===== src/rtl/uart_frame_pkg.sv =====
// Shared types and constants for the UART frame parser: parser states, frame type codes and default sync marker.
package uart_frame_pkg;

  typedef enum logic [2:0] {
    S_HUNT,
    S_TYPE,
    S_LEN,
    S_PAYLOAD,
    S_CSUM
  } parser_state_e;

  localparam logic [7:0] TYPE_CMD          = 8'h00;
  localparam logic [7:0] TYPE_DATA         = 8'h01;
  localparam logic [7:0] DEFAULT_SYNC_BYTE = 8'hA5;

endpackage


===== src/rtl/byte_fifo.sv =====
// Synchronous show-ahead FIFO of 9-bit entries ({dc, data}); pushes while full are dropped.
module byte_fifo #(
  parameter int DEPTH = 16
) (
  input  logic                   clk,
  input  logic                   reset,
  input  logic                   push,
  input  logic                   pop,
  input  logic [8:0]             wdata,
  output logic [8:0]             rdata,
  output logic                   empty,
  output logic                   full,
  output logic [$clog2(DEPTH):0] count
);

  localparam int AW = $clog2(DEPTH);

  logic [8:0]    mem_q [DEPTH];
  logic [AW-1:0] wrPtr_q;
  logic [AW-1:0] rdPtr_q;
  logic [AW:0]   count_q;
  logic          doPush;
  logic          doPop;

  assign empty  = (count_q == '0);
  assign full   = (count_q == (AW+1)'(DEPTH));
  assign doPush = push && !full;
  assign doPop  = pop && !empty;
  assign count  = count_q;
  // An empty FIFO presents zero rather than a stale entry.
  assign rdata  = empty ? 9'h000 : mem_q[rdPtr_q];

  always_ff @(posedge clk) begin
    if (reset) begin
      wrPtr_q <= '0;
      rdPtr_q <= '0;
      count_q <= '0;
    end else begin
      if (doPush) wrPtr_q <= wrPtr_q + 1'b1;
      if (doPop)  rdPtr_q <= rdPtr_q + 1'b1;
      case ({doPush, doPop})
        2'b10:   count_q <= count_q + 1'b1;
        2'b01:   count_q <= count_q - 1'b1;
        default: count_q <= count_q;
      endcase
    end
  end

  always_ff @(posedge clk) begin
    if (doPush) mem_q[wrPtr_q] <= wdata;
  end

endmodule


===== src/rtl/uart_frame_parser.sv =====
// Hunts for sync/type/len/payload[/csum] frames in the UART byte stream and queues payload for the OLED driver.
// Define PARSER_CSUM_EN to expect a trailing XOR checksum byte; otherwise frames end on the last payload byte.
module uart_frame_parser
  import uart_frame_pkg::*;
#(
  parameter logic [7:0] SYNC_BYTE   = DEFAULT_SYNC_BYTE,
  parameter int         FIFO_DEPTH  = 16,
  parameter int         TIMEOUT_CYC = 17360
) (
  input  logic       clk,
  input  logic       reset,
  input  logic [7:0] rx_data,
  input  logic       rx_dval,
  output logic [7:0] out_data,
  output logic       out_dc,
  output logic       out_valid,
  input  logic       out_ready,
  output logic       frame_done,
  output logic       frame_err,
  output logic       busy
);

  localparam int             IW         = $clog2(TIMEOUT_CYC + 1);
  localparam logic [IW-1:0]  IDLE_LIMIT = IW'(TIMEOUT_CYC - 1);

  parser_state_e state_q, state_d;
  logic          dc_q, dc_d;
  logic [7:0]    rem_q, rem_d;
  logic          ovf_q, ovf_d;
  logic [IW-1:0] idle_q, idle_d;
  logic          done_q, done_d;
  logic          err_q, err_d;
`ifdef PARSER_CSUM_EN
  logic [7:0]    csum_q, csum_d;
`endif

  logic                        fifoPush;
  logic                        fifoFull;
  logic                        fifoEmpty;
  logic [8:0]                  fifoRdata;
  logic [$clog2(FIFO_DEPTH):0] unusedFifoCount;

  byte_fifo #(.DEPTH(FIFO_DEPTH)) u_fifo (
    .clk   (clk),
    .reset (reset),
    .push  (fifoPush),
    .pop   (out_ready),
    .wdata ({dc_q, rx_data}),
    .rdata (fifoRdata),
    .empty (fifoEmpty),
    .full  (fifoFull),
    .count (unusedFifoCount)
  );

  assign {out_dc, out_data} = fifoRdata;
  assign out_valid  = !fifoEmpty;
  assign frame_done = done_q;
  assign frame_err  = err_q;
  assign busy       = (state_q != S_HUNT);

  always_ff @(posedge clk) begin
    if (reset) begin
      state_q <= S_HUNT;
      dc_q    <= 1'b0;
      rem_q   <= '0;
      ovf_q   <= 1'b0;
      idle_q  <= '0;
      done_q  <= 1'b0;
      err_q   <= 1'b0;
`ifdef PARSER_CSUM_EN
      csum_q  <= '0;
`endif
    end else begin
      state_q <= state_d;
      dc_q    <= dc_d;
      rem_q   <= rem_d;
      ovf_q   <= ovf_d;
      idle_q  <= idle_d;
      done_q  <= done_d;
      err_q   <= err_d;
`ifdef PARSER_CSUM_EN
      csum_q  <= csum_d;
`endif
    end
  end

  // Byte-driven transitions; the idle timeout is the only move that happens without rx_dval.
  always_comb begin
    state_d  = state_q;
    dc_d     = dc_q;
    rem_d    = rem_q;
    ovf_d    = ovf_q;
    idle_d   = idle_q;
    done_d   = 1'b0;
    err_d    = 1'b0;
    fifoPush = 1'b0;
`ifdef PARSER_CSUM_EN
    csum_d   = csum_q;
`endif
    if (rx_dval) begin
      idle_d = '0;
      case (state_q)
        S_HUNT: begin
          if (rx_data == SYNC_BYTE) state_d = S_TYPE;
        end
        S_TYPE: begin
          if (rx_data == TYPE_CMD || rx_data == TYPE_DATA) begin
            dc_d    = (rx_data == TYPE_DATA);
            ovf_d   = 1'b0;
            state_d = S_LEN;
`ifdef PARSER_CSUM_EN
            csum_d  = rx_data;
`endif
          end else begin
            err_d   = 1'b1;
            state_d = S_HUNT;
          end
        end
        S_LEN: begin
          rem_d = rx_data;
`ifdef PARSER_CSUM_EN
          csum_d = csum_q ^ rx_data;
          state_d = (rx_data == 8'd0) ? S_CSUM : S_PAYLOAD;
`else
          if (rx_data == 8'd0) begin
            done_d  = 1'b1;
            state_d = S_HUNT;
          end else begin
            state_d = S_PAYLOAD;
          end
`endif
        end
        S_PAYLOAD: begin
          // Fullness is judged at cycle start, so a same-cycle pop never rescues the byte.
          fifoPush = 1'b1;
          if (fifoFull) ovf_d = 1'b1;
          rem_d = rem_q - 1'b1;
`ifdef PARSER_CSUM_EN
          csum_d = csum_q ^ rx_data;
          if (rem_q == 8'd1) state_d = S_CSUM;
`else
          if (rem_q == 8'd1) begin
            state_d = S_HUNT;
            if (ovf_q || fifoFull) err_d = 1'b1;
            else                   done_d = 1'b1;
          end
`endif
        end
`ifdef PARSER_CSUM_EN
        S_CSUM: begin
          if (rx_data == csum_q && !ovf_q) done_d = 1'b1;
          else                             err_d  = 1'b1;
          state_d = S_HUNT;
        end
`endif
        default: state_d = S_HUNT;
      endcase
    end else if (state_q != S_HUNT) begin
      if (idle_q == IDLE_LIMIT) begin
        err_d   = 1'b1;
        state_d = S_HUNT;
        idle_d  = '0;
      end else begin
        idle_d = idle_q + 1'b1;
      end
    end else begin
      idle_d = '0;
    end
  end

endmodule


===== config.mk =====
export PLATFORM = sky130hd
export DESIGN_NAME = uart_frame_parser
export DESIGN_NICKNAME = d
export VERILOG_FILES = /design/src/rtl/uart_frame_pkg.sv /design/src/rtl/byte_fifo.sv /design/src/rtl/uart_frame_parser.sv
export SDC_FILE = /design/constraint.sdc
export NUM_CORES = 1
export LEC_CHECK = 0
export ABC_AREA = 1
export BUFFER_PORTS_ARGS = -buffer_cell sky130_fd_sc_hd__buf_2
export CORE_UTILIZATION = 50
export CTS_CLUSTER_SIZE = 10
export DETAILED_ROUTE_END_ITERATION = 8
export PLACE_DENSITY = 0.73
export SLEW_MARGIN = 25
export SYNTH_ARGS = -nofsm -noshare
export SYNTH_HDL_FRONTEND = slang
export SYNTH_SLANG_ARGS = --single-unit

===== constraint.sdc =====
create_clock -name clk -period 3.8 [get_ports clk]
set_input_delay 0.76 -clock clk [delete_from_list [all_inputs] [get_ports clk]]
set_output_delay 0.76 -clock clk [all_outputs]
set_load 0.1 [all_outputs]

After elaboration in Yosys (flattened, before gate mapping)

Memory sizes are Yosys's and may differ from the RTL's. A register that Yosys moved wholly into a read port is not among the register bits.
Cells that the tools add are included.

Bits of input ports: 12
Logic and storage cells: 85
Bits in writable memories: 144
Memories kept: 1
Output and inout port bits: 13
Bits in registers: 43

Memories:

| memory       | words | bits a word | read ports | clocked after Yosys merged registers in | write ports | RTL line        | RTL |
|---|---|---|---|---|---|---|---|
| u_fifo.mem_q | 16    | 9           | 1          | 1                                       | 1           | byte_fifo.sv:18 | `logic [8:0] mem_q [DEPTH];` |

Reduce and logical (&&, ||, !) cells: 21
Mux-type cells: 31
Add/subtract/negate cells: 6
Equal/unequal tests: 14
Bitwise logic cells: 2

Operators by type and width:

| cell                  | number |
|---|---|
| $eq 8x1->1 const B    | 2 |
| $pmux 8 s2            | 1 |
| $add 15x1->15 const B | 1 |
| $eq 15x15->1 const B  | 1 |
| $mux 1                | 15 |
| $mux 3                | 5 |
| $pmux 3 s4            | 1 |
| $pmux 5 s2            | 1 |
| $reduce_bool 2->1     | 5 |
| $mux 9                | 1 |
| $add 4x1->4 const B   | 2 |
| $eq 8x8->1 const B    | 1 |
| $logic_not 8->1       | 1 |
| $mux 4                | 2 |
| $reduce_and 4->1      | 2 |
| $sub 8x1->8 const B   | 1 |
| $eq 3x2->1 const B    | 2 |
| $ne 3x3->1 const B    | 2 |
| $pmux 1 s2            | 3 |
| $add 5x1->5 const B   | 1 |
| $eq 5x5->1 const B    | 1 |
| $logic_not 5->1       | 1 |
| $sub 5x1->5 const B   | 1 |
| $mux 2                | 2 |
| other kinds (14)      | 19 |

Depth between registers and ports, before layout

Gate-level depths: netlist of run 1.

Depth after elaboration: 6
Depth in mapped cells: 14
Mapped depth without buffers: 14

Cells and area by module

A second synthesis of run 1 with hierarchy kept.

Cells, all modules: 775
Area total of the unflattened synthesis: 8,334.2 um^2

Modules (own cells, without submodules):

| module            | area an instance (um^2) | cells an instance | instances | sequential area each (um^2) |
|---|---|---|---|---|
| byte_fifo         | 6,633.9                 | 534               | 1         | 4,664.5 |
| uart_frame_parser | 1,700.4                 | 241               | 1         | 580.6 |

Least setup slack after synthesis of run 1

OpenSTA, ideal clock, no wires.

Kind: reg-to-output
Start point: register u_fifo.count_q[1], in the netlist u_fifo.count[1]
End point: output port out_data[0]
Cell stages (with the launch flop): 5
Buffers on the path: 0
Setup slack: 268 ps
Data arrival time: 2,772 ps
Data required time: 3,040 ps
Cells stage by stage: dfxtp_1 -> nor2_2 -> nand3_2 -> clkinv_1 -> a21oi_1

Word-level cells in the longest chain between the ends: 2

RTL lines:

| item                   | RTL line                | RTL |
|---|---|---|
| start, declared        | byte_fifo.sv:21         | `logic [AW:0] count_q;` |
| start signal, assigned | byte_fifo.sv:42         | `2'b10: count_q <= count_q + 1'b1;` |
| start signal, assigned | byte_fifo.sv:43         | `2'b01: count_q <= count_q - 1'b1;` |
| start signal, assigned | byte_fifo.sv:44         | `default: count_q <= count_q;` |
| $logic_not 5->1        | byte_fifo.sv:25         | `assign empty = (count_q == '0);` |
| $mux 9                 | byte_fifo.sv:31         | `assign rdata = empty ? 9'h000 : mem_q[rdPtr_q];` |
| end, declared          | uart_frame_parser.sv:14 | `output logic [7:0] out_data,` |

Every way passes these cells.

==> qor.yml, run 1 <==
grt_usage_pct: 23.65
pwr-share-comb_pct: 34.1
avgViaCountPerCell: 5.810
ctsHoldBuffers: 0
ff_latch_area_sq_um: 5246
cts.clk_slew.worst_paths_ns: 0.07
drc_errors: 0
pwr-share-clk_pct: 27.8
synth_nets: 770
die_area_sq_um: 16610
ios: 25
p_int_uw: 3702
nNetsFinal: 795
fin_skew_ns: 0.006125
setup_tns_ns: 0
worstPathRequired_ns: 3.04
cts_tree: "yes"
finalCriticalPeriod_ns: 3.660
ctsResizeCount: 0
share_seq_of_total_power_pct: 38.1
h-tree-depth: 4
power.net_switching_uw: 2491
outcome: "finished, final reports clean"
final_cell_area_sq_um: 8982
tightestPinTransition_ns: 0.9997
drtIter0Drc: 559
final_hold_viol_count: 0
wl_per_cell_um: 18.36
fmax_ghz: 0.2732
multi_input_area_sq_um: 2461
maxCapViolCount: 0
async_reset_ff_share_pct: 0
cts.path.max_buffers: 2
fp.dieH_um: 128.9
grt-ovfl-total: 0
arrival_ns: 2.90
holdPathStages: 1
root_buffer: "clkbuf_16"
layout-drive-gt1-share_pct: 11.62
netlist_instances: 747
worstSetupPathType: "reg2out"
reg2regPathDepth: 6
std_cell_rows: 46
fin_ws_ns: 0.1403
grt_pass1_vias: 5738
leakagePower_uw: 0.003168
final-setup-viol-count: 0
wl_mm: 18.34
final_antenna_net_count: 0
grt_max_degree: 47
critPathMaxStageDelay_ns: 0.90
ys_warn_count: 0
path_cells: "buf_4 -> o21ai_0 -> o22ai_1 -> nor2_1 -> nor2_1 -> o21ai_0 -> a21oi_1 -> buf_2"
synth_seq_area_share_pct: 65.16
hp-class: "reg2reg"
dp_slack_ns: 0.7124
ys_seq_elements: 190
dp.cells: 969
cts_sinks: 190
rsz0062_at_grt: "no"
placed_area_sq_um: 8414
ys.flop_type: "edfxtp_1"
initial_core_util_pct: 51.04
dr.pass1.iters: 5
critPathCaptureType: "output pin"
worst_setup_path_start_kind: "flop"
antenna_found_initial: 0
stdcell_count: 999
postCtsSetupBuffers: 0
irDropWorstVdd_v: 0.0009645
slew_headroom_pct: 33.11
grt_pass1_wl_mm: 28.99
gp_routability_congestion: 0.8415
drv_slew: 0
syn_avg_cell_area_sq_um: 10.78
final_cell_mix: "144 x nor2_1, 144 x edfxtp_1, 98 x o21ai_0"
syn_area_sq_um: 8049
die_w_um: 128.9
syn_to_final_growth_pct: 11.60
power.total_uw: 6193
synth_edf_count: 144
hpwl_mm: 11.63
diodes: 0
ys_types: 40
critPathMaxFanout: 25
post-route-period-util_pct: 96.31
critical_path.slowest_cell: "dfxtp_1"
fillers: 1303
power_density_nw_per_um2: 689.5
insertion_delay_ns: 0.42
port_buffers: 24
switching_share_pct: 40.22
dr_total_vias: 5804
cts_buffers: 17
core_sq_um: 15770
==> critical path, delay by kind of cell (launching register included) <==
kind            cells  cell delay, ns
simple gates        2            0.18
buf+inv             2            0.78
flops               1            0.90
compound gates      4            0.61
==> flip-flops by register name (all words and copies together), names as in the netlist, named ones only <==
register / flops
idle_q: 15
frame_done: 1
dc_q: 1
u_fifo.count: 5
frame_err: 1
rem_q: 8
u_fifo.mem_q: 144
state_q: 2
ovf_q: 1
u_fifo.rdPtr_q: 4
u_fifo.wrPtr_q: 4
==> layout make-up <==
| type | count | area share (%) |
|---|---|---|
| Sequential cell | 190 | 58.41 |
| Multi-Input combinational cell | 472 | 27.40 |
| Clock buffer | 18 | 4.778 |
| Tap cell | 216 | 3.009 |
| Timing Repair Buffer | 38 | 2.647 |
| Inverter | 53 | 2.243 |
| Clock inverter | 12 | 1.518 |
==> kinds of logic after synthesis <==
family          count (synthesis)  share of synthesized area [%]
compound gates                185                          13.34
xor+xnor                        8                         0.8705
fa+ha+maj                      11                          1.710
buf+inv                        85                          4.290
flops                         190                          65.16
simple gates                  268                          14.63
==> worst paths after layout <==
kind / startpoint / slack (ns) / endpoint
max reg2reg: state_q[0]$_SDFFE_PP0P_ / 1.40 / u_fifo.mem_q[3][1]$_DFFE_PP_
min: idle_q[0]$_SDFF_PP0_ / 0.45 / idle_q[0]$_SDFF_PP0_
max: flop / 0.14 / out_data[7]
min reg2reg: idle_q[0]$_SDFF_PP0_ / 0.45 / idle_q[0]$_SDFF_PP0_
==> cell usage after synthesis (3+ instances only) <==
cell        n  area (sq um)
nor2_1    145         544.3
edfxtp_1  144          4324
o21ai_0    98         490.5
nand2_1    53         198.9
inv_1      47         176.4
dfxtp_1    46         920.9
a21oi_1    35         175.2
nand3_1    34         170.2
o221ai_1   28         245.2
clkbuf_1   14         52.55
buf_2      12         60.06
ha_1       11         137.6
o22ai_1    11         68.82
nor3_1      9         45.04
nand4_1     6         37.54
xor2_1      6         52.55
nand2_2     5         31.28
nand3_2     4         40.04
nor2_2      4         25.02
buf_1       3         11.26
inv_2       3         11.26
==> metrics by stage <==
| stage | utilization (%) | hold slack [ns] |
|---|---|---|
| floorplan | - | 0.4176 |
| global placement | 53.36 | 0.4238 |
| detailed placement | 53.36 | 0.4404 |
| CTS | 56.94 | 0.4537 |
| global route | 56.96 | 0.4690 |
| finish | 56.96 | 0.4483 |
==> power by group through the flow <==
stage / Combinational [uW] / Clock [uW] / Sequential (uW)
after floorplan: 1670 / 0 / 2360
after global placement: 2040 / 0 / 2400
after detailed placement: 2080 / 0 / 2400
after CTS: 2100 / 1730 / 2360
after global routing: 2250 / 1810 / 2360
final: 2110 / 1720 / 2360
==> routing by layer <==
| layer | GRT usage, % | vias to the layer above | wire length (um) |
|---|---|---|---|
| met3 | 5.073 | 37 | 1212 |
| met1 | 29.24 | 2815 | 7558 |
| met5 | 0 | - | 0 |
| met2 | 39.78 | 241 | 9065 |
| li1 | - | 2711 | - |
| met4 | 11.07 | 0 | 504 |
(Power assumes the default switching activity.)
==> run 2, diff against run 1 <==
ABC_AREA = not set   (was 1)
CORE_ASPECT_RATIO = 1.75   (was not set)
==> qor.yml, run 2 <==
hpwl_mm: 10.64  # was 11.63 mm
syn_avg_cell_area_sq_um: 14.90  # was 10.78 sq um
critPathMaxFanout: 9  # was 25
cts_sinks: 190  # unchanged
worstPathRequired_ns: 4.15  # was 3.04 ns
drc_errors: 3  # was 0
largest_reg_flops: 144  # unchanged
synth_commonest_cells: "144 x edfxtp_1, 56 x nor2_1, 46 x dfxtp_1"  # was 145 x nor2_1, 144 x edfxtp_1, 98 x o21ai_0
hp-class: "reg2reg"  # unchanged
final_cell_area_sq_um: 8947  # was 8982 sq um
dr_total_vias: 4632  # was 5804
diodes: 0  # unchanged
antenna_found_initial: 0  # unchanged
synth_seq_area_share_pct: 65.07  # was 65.16%
async_reset_ff_share_pct: 0  # unchanged
pwr-share-comb_pct: 1.2  # was 34.1%
arrival_ns: 3.74  # was 2.90 ns
regMostFlops: "u_fifo.mem_q"  # unchanged
finalCriticalPeriod_ns: 3.393  # was 3.660 ns
p_int_uw: 3151  # was 3702 uW
initial_core_util_pct: 51.02  # was 51.04%
fmax_ghz: 0.2948  # was 0.2732 GHz
post-route-period-util_pct: 89.28  # was 96.31%
ff_latch_area_sq_um: 5246  # unchanged
dr.pass1.iters: 7  # was 5
ctsHoldBuffers: 0  # unchanged
synth_edf_count: 144  # unchanged
switching_share_pct: 20.63  # was 40.22%
std_cell_rows: 61  # was 46
yosys.area.top_type: "edfxtp_1"  # unchanged
irDropWorstVdd_v: 0.0003200  # was 0.0009645 V
die_w_um: 97.98  # was 128.9 um
power.net_switching_uw: 819.2  # was 2491 uW
synth-simple-area-share_pct: 9.329  # was 14.63%
final-setup-viol-count: 0  # unchanged
cts_tree: "yes"  # unchanged
reg_top3: "u_fifo.mem_q (144), idle_q (15), rem_q (8)"  # unchanged
layout-drive-gt1-share_pct: 20.85  # was 11.62%
power_density_nw_per_um2: 443.7  # was 689.5 nW/um^2
nNetsFinal: 595  # was 795
synth_nets: 564  # was 770
pwr-share-clk_pct: 42.7  # was 27.8%
violations: "DRC"
ys_types: 63  # was 40
syn_area_sq_um: 8060  # was 8049 sq um
leakagePower_uw: 0.002870  # was 0.003168 uW
grt_pass1_vias: 4661  # was 5738
port_buffers: 24  # unchanged
insertion_delay_ns: 0.42  # about the same
grt-ovfl-total: 0  # unchanged
multi_input_area_sq_um: 2571  # was 2461 sq um
h-tree-depth: 4  # unchanged
ys_seq_elements: 190  # unchanged
wl_per_cell_um: 20.34  # was 18.36 um
synth_top_family_by_area: "multiplexers"  # was simple AND/OR/NAND/NOR gates
yosys.area_share.adder_pct: 1.708  # was 1.710%
worstSetupPathType: "reg2reg"  # was reg2out
yosysMostFrequentCell: "edfxtp_1"  # was nor2_1
synthTopCellsByArea: "edfxtp_1 54%, dfxtp_1 11%, mux4_2 10%, mux2i_1 2.6%, nor2_1 2.6%"  # was edfxtp_1 54%, dfxtp_1 11%, nor2_1 6.8%, o21ai_0 6.1%, o221ai_1 3.0%
syn_to_final_growth_pct: 11.01  # was 11.60%
worst_setup_path_start_kind: "flop"  # unchanged
final_hold_viol_count: 0  # unchanged
die_area_sq_um: 16650  # was 16610 sq um
maxCapViolCount: 0  # unchanged
avgViaCountPerCell: 5.984  # was 5.810
critPathCaptureType: "flop"  # was output pin
core_sq_um: 15800  # was 15770 sq um
fillers: 1195  # was 1303
setup_tns_ns: 0  # unchanged
share_seq_of_total_power_pct: 56.0  # was 38.1%
grt_max_degree: 37  # was 47
tightestPinTransition_ns: 0.9894  # was 0.9997 ns
drtIter0Drc: 303  # was 559
grt_pass1_wl_mm: 25.14  # was 28.99 mm
fin_skew_ns: 0.008982  # was 0.006125 ns
ys_warn_count: 0  # unchanged
netlist_instances: 541  # was 747
wl_mm: 15.74  # was 18.34 mm
final_antenna_net_count: 0  # unchanged
synth-compound-area-share_pct: 5.852  # was 13.34%
postCtsSetupBuffers: 0  # unchanged
gp_routability_congestion: 0.8859  # was 0.8415
placed_area_sq_um: 8382  # was 8414 sq um
ios: 25  # unchanged
cts.clk_slew.worst_paths_ns: 0.07  # about the same
synth_xor_area_share_pct: 2.065  # was 0.8705%
final_common_cell: "edfxtp_1"
rsz0062_at_grt: "no"  # unchanged
grt_usage_pct: 20.03  # was 23.65%
yosysTopAreaCellShare_pct: 53.65  # was 53.72%
final_cell_mix: "144 x edfxtp_1, 56 x nor2_1, 45 x dfxtp_1"  # was 144 x nor2_1, 144 x edfxtp_1, 98 x o21ai_0
ctsResizeCount: 0  # unchanged
synthMuxAreaShare_pct: 12.95  # was 0%
cts.path.max_buffers: 2  # unchanged
cts_buffers: 17  # unchanged
drv_slew: 0  # unchanged
root_buffer: "clkbuf_16"  # unchanged
fp.dieH_um: 170.0  # was 128.9 um
outcome: "finished with violations"  # was finished, final reports clean
ys.flop_type: "edfxtp_1"  # unchanged
slew_headroom_pct: 33.79  # was 33.11%
==> run 2: cell families after synthesis <==
group | after synthesis
compound gates | 71
xor+xnor | 19
fa+ha+maj | 11
buf+inv | 46
flops | 190
mux | 59
simple gates | 145
==> run 2: power groups by stage <==
stage / Sequential (uW) / Combinational [uW] / Clock [uW]
CTS: 2220 / 49.4 / 1720
detailed placement: 2270 / 49.3 / 0
finish: 2220 / 49.6 / 1700
global placement: 2270 / 46.1 / 0
global route: 2220 / 53.5 / 1810
floorplan: 2270 / 17.7 / 0
==> run 2: final timing paths <==
path	start	endpoint	slack, ns	cells after the start
worst min-delay path	idle_q[0]$_SDFF_PP0_	idle_q[0]$_SDFF_PP0_	0.45	1
worst min register to register	idle_q[0]$_SDFF_PP0_	idle_q[0]$_SDFF_PP0_	0.45	1
worst max-delay path	u_fifo.count[1]$_SDFFE_PP0P_	u_fifo.count[2]$_SDFFE_PP0P_	0.41	10
worst max register to register	u_fifo.count[1]$_SDFFE_PP0P_	u_fifo.count[2]$_SDFFE_PP0P_	0.41	10
==> run 2: final cells by class <==
type	instances	share of cell area, %
well taps	189	2.643
clock inverters	14	1.524
repair buffers	42	2.993
clock buffers	18	4.797
flip-flops and latches	190	58.64
multi-input cells	305	28.74
inverters	16	0.6712
==> run 2: per-stage QoR <==
step           cells  setup WS (ns)  power, uW  hold slack, ns  util (%)
3_5_place_dp     742         0.4556       2320          0.4346     53.05
6_report         774         0.4073       3970          0.4459     56.63
4_1_cts          774         0.4702       3991          0.4501     56.63
3_3_place_gp     742         0.6419       2317          0.4248     53.05
2_1_floorplan    541         0.2916       2292          0.4100         -
5_1_grt          774         0.2865       4088          0.4674     56.63
==> run 2: worst max-delay path: stages, from the launching register on <==
cell and delay, ns:
dfxtp_1 0.40, or4_1 0.69, o21ai_2 0.25, inv_1 0.08, ha_1 0.31, xor2_1 0.23, ha_1 0.24, and4b_1 0.25
o21a_1 0.22, or4_1 0.49, a21oi_1 0.16
==> run 2: per-layer routing <==
metal	GRT usage [%]	vias to the layer above	wire length, um
met5	0	-	0
met3	3.943	14	598
met2	37.14	161	8783
met1	23.14	2312	6176
li1	-	2145	-
met4	5.995	0	184
